$ cat src/rtl/booth_pkg.sv
// Shared types for the sequential radix-2 Booth multiplier:
// FSM state encoding, Booth operation selector and its decode function.
package booth_pkg;

    typedef enum logic {
        IDLE = 1'b0,
        CALC = 1'b1
    } state_t;

    typedef enum logic [1:0] {
        OP_NOP = 2'd0,
        OP_ADD = 2'd1,
        OP_SUB = 2'd2
    } booth_op_t;

    // Radix-2 Booth recoding of the current multiplier bit pair {Q[0], q_1}
    function automatic booth_op_t booth_op_dec(input logic q0, input logic q_1);
        case ({q0, q_1})
            2'b01:   return OP_ADD;
            2'b10:   return OP_SUB;
            default: return OP_NOP;
        endcase
    endfunction

endpackage

$ cat src/rtl/booth_step.sv
// One combinational Booth iteration: conditional add/subtract of M into A,
// followed by an arithmetic right shift of {A, Q, q_1}.
module booth_step
    import booth_pkg::*;
#(
    parameter int WIDTH = 8
) (
    input  logic [WIDTH+1:0] i_a,
    input  logic [WIDTH:0]   i_q,
    input  logic             i_q_1,
    input  logic [WIDTH+1:0] i_m,
    output logic [WIDTH+1:0] o_a,
    output logic [WIDTH:0]   o_q,
    output logic             o_q_1
);

    logic [WIDTH+1:0] w_sum;

    always_comb begin
        w_sum = i_a;
        case (booth_op_dec(i_q[0], i_q_1))
            OP_ADD:  w_sum = i_a + i_m;
            OP_SUB:  w_sum = i_a - i_m;
            default: w_sum = i_a;
        endcase
    end

    // Shift in a copy of the sign bit; the guard bits in A keep this exact
    assign {o_a, o_q, o_q_1} = {w_sum[WIDTH+1], w_sum, i_q};

endmodule

$ cat src/rtl/booth_mult_seq.sv
// Sequential radix-2 Booth multiplier, signed/unsigned per operation,
// start/busy/done handshake; WIDTH+1 iterations per product.
module booth_mult_seq
    import booth_pkg::*;
#(
    parameter int WIDTH = 8
) (
    input  logic                 clk,
    input  logic                 rst,
    input  logic                 start,
    input  logic                 sgn,
    input  logic [WIDTH-1:0]     multiplicand,
    input  logic [WIDTH-1:0]     multiplier,
    output logic                 busy,
    output logic                 done,
    output logic [2*WIDTH-1:0]   product
);

    localparam int CNT_W = $clog2(WIDTH + 2);

    state_t             r_state;
    state_t             w_state_nxt;
    logic [WIDTH+1:0]   r_a;
    logic [WIDTH+1:0]   r_m;
    logic [WIDTH:0]     r_q;
    logic               r_q_1;
    logic [CNT_W-1:0]   r_count;
    logic               r_done;
    logic [2*WIDTH-1:0] r_product;

    logic [WIDTH+1:0]   w_a_nxt;
    logic [WIDTH:0]     w_q_nxt;
    logic               w_q_1_nxt;
    logic [WIDTH+1:0]   w_m_ext;
    logic [WIDTH:0]     w_q_ext;
    logic               w_load;
    logic               w_last;

    assign w_m_ext = sgn ? {{2{multiplicand[WIDTH-1]}}, multiplicand} : {2'b00, multiplicand};
    assign w_q_ext = sgn ? {multiplier[WIDTH-1], multiplier} : {1'b0, multiplier};

    booth_step #(.WIDTH(WIDTH)) u_step (
        .i_a   (r_a),
        .i_q   (r_q),
        .i_q_1 (r_q_1),
        .i_m   (r_m),
        .o_a   (w_a_nxt),
        .o_q   (w_q_nxt),
        .o_q_1 (w_q_1_nxt)
    );

    always_ff @(posedge clk) begin
        if (rst) r_state <= IDLE;
        else     r_state <= w_state_nxt;
    end

    always_comb begin
        w_state_nxt = r_state;
        w_load      = 1'b0;
        w_last      = 1'b0;
        case (r_state)
            IDLE: begin
                if (start) begin
                    w_load      = 1'b1;
                    w_state_nxt = CALC;
                end
            end
            CALC: begin
                if (r_count == CNT_W'(WIDTH)) begin
                    w_last      = 1'b1;
                    w_state_nxt = IDLE;
                end
            end
        endcase
    end

    always_ff @(posedge clk) begin
        if (rst) begin
            r_a       <= '0;
            r_q       <= '0;
            r_q_1     <= 1'b0;
            r_m       <= '0;
            r_count   <= '0;
            r_done    <= 1'b0;
            r_product <= '0;
        end else begin
            r_done <= w_last;
            if (w_load) begin
                r_a     <= '0;
                r_q     <= w_q_ext;
                r_q_1   <= 1'b0;
                r_m     <= w_m_ext;
                r_count <= '0;
            end else if (r_state == CALC) begin
                r_a     <= w_a_nxt;
                r_q     <= w_q_nxt;
                r_q_1   <= w_q_1_nxt;
                r_count <= r_count + CNT_W'(1);
            end
            // Low 2*WIDTH bits of the post-step {A, Q}
            if (w_last) r_product <= {w_a_nxt[WIDTH-2:0], w_q_nxt};
        end
    end

    assign busy    = (r_state == CALC);
    assign done    = r_done;
    assign product = r_product;

endmodule

$ cat config.mk
export PLATFORM = sky130hd
export DESIGN_NAME = booth_mult_seq
export DESIGN_NICKNAME = d
export VERILOG_FILES = /design/src/rtl/booth_pkg.sv /design/src/rtl/booth_step.sv /design/src/rtl/booth_mult_seq.sv
export SDC_FILE = /design/constraint.sdc
export NUM_CORES = 1
export LEC_CHECK = 0
export CAP_MARGIN = 20
export CORE_MARGIN = 1.5
export CORE_UTILIZATION = 38
export DETAILED_ROUTE_END_ITERATION = 12
export SLEW_MARGIN = 10
export SYNTH_ARGS = -nofsm -noshare
export SYNTH_HDL_FRONTEND = slang
export SYNTH_HIERARCHICAL = 1
export SYNTH_SLANG_ARGS = --single-unit
$ cat constraint.sdc
create_clock -name clk -period 3.1 [get_ports clk]
set_input_delay 0.62 -clock clk [delete_from_list [all_inputs] [get_ports clk]]
set_output_delay 0.62 -clock clk [all_outputs]
set_load 0.03 [all_outputs]
==> summary by stage <==
Clock network
The maximum level of the CTS H-tree is 2. The total of hold buffers inserted after clock tree synthesis is 0. The largest buffer count on any clock path is 2.

CTS placed an instance of sky130_fd_sc_hd__clkbuf_8 at the clock tree root. At the later pin of the worst-skew pair, clock insertion delay measures 0.30 ns. Counting every sink on the clock net gives 51. In this run, CTS created clock tree buffers numbering 5. The number of resized instances in the post-cts repair step is 0. The CTS tree is built.

The clock transition at the registers of the reported paths is 0.09 ns. The post-CTS setup buffer count is 0.

Global routing
For this run, the total global-route usage over all layers was measured as 15.87%. The global route total overflow is 0. The initial antenna violation count came to 0. The via count of the first global-routing pass is 2035. Entering global routing, the biggest net connects 37 pins. The first global-routing pass estimated 9501 microns of wire.

STA
At the pin with the least slew margin, the transition time is ~0.72 ns. The final number of max-transition violations is 0. The number of failing setup endpoints in the final timing report is 0. The worst path uses 89.13% of the clock period. The worst hold slack is about 0.46 ns.

The tightest slew margin relative to the limit is 51.99%. Setup repair after global routing left no endpoint under its margin. The clock period minus worst slack is 2.763 ns. The maximum frequency from static timing analysis is ~360 MHz. The clock tree skew after final layout is 0.004445 ns.

Setup total negative slack on the finished layout was measured at 0 ns. The hold violation total from the final report is 0.

Logic synthesis
In this run, synthesis inferred 0 flip-flops with an integrated enable. In the synthesized netlist the async set-or-reset flop fraction comes to 0%. The main flop type after synthesis is sky130_fd_sc_hd__dfxtp_1. A synthesized cell averages 8.286 sq um. The number of standard cells after synthesis is 334. The flip-flop and latch count after synthesis is 51. Summing the sequential cell areas from Yosys gives 36.89% of the chip area. The cell area after technology mapping is ~2800 sq um. The number of distinct library cells after synthesis is 38. Synthesis produced a netlist with a net count of 368.

The number of warnings reported in the yosys synthesis log is 6.

Setup path
Data arrives at the worst endpoint at 2.93 ns. The type of the worst setup path is reg2reg. The worst path buffer plus inverter count is 0. The largest driver fanout on the critical path is 9.

The gate family responsible for the most delay along the worst path is compound AO/OA/AOI/OAI gates. Traced cell by cell, the critical path runs through ha_1 > mux2i_1 > fa_1 > a21o_1 > a21oi_1 > o211ai_1 > a31oi_1 > xor2_1 > o21ai_1 > mux2i_1 > nor2_1. The delay contributed by the slowest stage of the critical path is 0.46 ns. For the worst setup path, the data required time is 3.27 ns. STA classifies the critical path endpoint as a flip-flop. The cell repeated most along the worst path is sky130_fd_sc_hd__mux2i_1. The kind of start point of the critical path is a flip-flop. The cell at the slowest stage of the critical path is sky130_fd_sc_hd__fa_1.

Drt
The routed wire length is 5668 microns. The average wire per standard cell is about 13 microns. The first TritonRoute pass finished after 4 iterations. The residual DRC count is 0. The via count normalized by instance count is between 4 and 5. The total via count after detailed routing is 2192. The count of nets left with antenna violations once routing finished came out at 0.

The starting DRC count in detailed routing is 83.

Place
The weighted congestion at the end of routability-driven global placement is just under 0.9. The post-detailed-placement cell area is about 3100 sq um. In this run the tool buffered the top-level ports with 37 buffer cells. Summed over all nets, the half-perimeter wirelength after detailed placement is 4134 microns.

Floorplanning
The initial core utilization is 40.07%. The top-level port count is 38. The total number of placement rows is 30. The horizontal die dimension is around 88 microns. The die height is approximately 90 microns.

The die covers 7804 sq um. The core region is 6907 sq um.

Pwr
Power comes to 0.001405 W. The leakage power of the design is 1.175 nW. Dividing total power by cell area gives a power density of approximately 440 nW/um^2.

IR analysis of the VDD net gives a maximum drop of 0.2205 mV.

Worst hold path
The worst hold path belongs to the class reg2reg.

Layout
The post-layout net count is 389. Of the cells placed in the final design, the portion with a size suffix greater than 1 is 7.042%. The area growth from synthesis to layout is 15.37%. The filler cells instantiated in the layout total 731. Leaving out fill and tap cells, the most frequent cell in the layout is sky130_fd_sc_hd__nand2_1. In the final layout, the multi-input gates occupy 1508 sq um. In the layout the commonest cells are sky130_fd_sc_hd__nand2_1 (70), sky130_fd_sc_hd__dfxtp_1 (51), sky130_fd_sc_hd__clkdlybuf4s50_1 (37). After routing the design area is approximately 3200 sq um.

The antenna diode count is 0. The sequential cells in the finished layout cover a total of 1021 sq um.

Flow run
The number of max-capacitance violations reported is 0.

Status
The flow ran to the end, and the final reports show no timing, DRC or antenna violations.
## stage by stage
step | setup slack, ns | std cells | util (%)
after floorplan | 0.6185 | 334 | -
after global placement | 0.4210 | 444 | 44.91
after detailed placement | 0.3852 | 444 | 44.91
after CTS | 0.3240 | 451 | 46.23
after global routing | 0.05907 | 451 | 46.23
final | 0.3369 | 451 | 46.23
## flip-flops by register name, indices dropped and copies added, names as in the netlist
| signal | flops |
|---|---|
| busy | 1 |
| r_q | 9 |
| product | 16 |
| done | 1 |
| r_m | 9 |
| r_count | 4 |
| r_q_1 | 1 |
| r_a | 10 |
## worst min-delay path, delay by kind of cell (launching register included)
family           cells  cell delay (ns)
AO/OA/AOI/OAI        1             0.05
flip-flops           1             0.32
AND/OR/NAND/NOR      1             0.05
## area by class of cell
class | count | share of cell area [%]
clock buffers | 6 | 2.586
clock inverters | 1 | 0.2743
inverters | 12 | 1.411
multi-input cells | 243 | 47.22
flip-flops and latches | 51 | 31.97
well taps | 96 | 3.762
repair buffers | 42 | 12.77
## power by group
group / internal, W / switching [W]
logic: 0.000144 / 0.000168
clock network: 0.000180 / 0.000218
registers: 0.000674 / 0.0000213
## path summary, 6_finish.rpt
check	from	endpoint	slack, ns	cells past startpoint
worst max-delay path	r_q[0]$_SDFFE_PP0P_	r_a[7]$_SDFFE_PP0P_	0.34	11
worst min-delay path	product[5]$_SDFFE_PP0P_	product[5]$_SDFFE_PP0P_	0.46	2
worst max register to register	r_q[0]$_SDFFE_PP0P_	r_a[7]$_SDFFE_PP0P_	0.34	11
worst min register to register	product[5]$_SDFFE_PP0P_	product[5]$_SDFFE_PP0P_	0.46	2
## cells by family after synthesis
group | share of synthesized area [%]
AO/OA/AOI/OAI | 14.47
flip-flops | 36.89
AND/OR/NAND/NOR | 20.39
multiplexers | 7.640
buffers and inverters | 8.634
XOR/XNOR | 5.380
adder cells (fa/ha/maj) | 6.601
## synth_stat cells (all sizes together) (2+ instances only)
cell | number | area share, %
xnor2 | 11 | 3.5
inv | 12 | 1.6
nand3 | 2 | 0.36
buf | 24 | 6.5
o21ai | 17 | 3.1
nand2b | 5 | 1.1
clkbuf | 4 | 0.54
a21oi | 36 | 7.7
nor3 | 6 | 1.1
nand2 | 70 | 9.5
mux2i | 20 | 7.2
nor2 | 25 | 3.4
xor2 | 6 | 1.9
a31oi | 4 | 0.90
nor2b | 9 | 2.0
dfxtp | 51 | 37
a211oi | 4 | 1.1
ha | 13 | 5.9
## metal layers
metal | up-vias | track usage, % | share of wire (%)
met5 | - | 0 | 0
met4 | 0 | 6.534 | 1.7
met1 | 1004 | 20.21 | 48
li1 | 1148 | - | -
met2 | 31 | 26.44 | 47
met3 | 9 | 2.985 | 3.2
No activity file was read; power rests on OpenSTA's default activity.
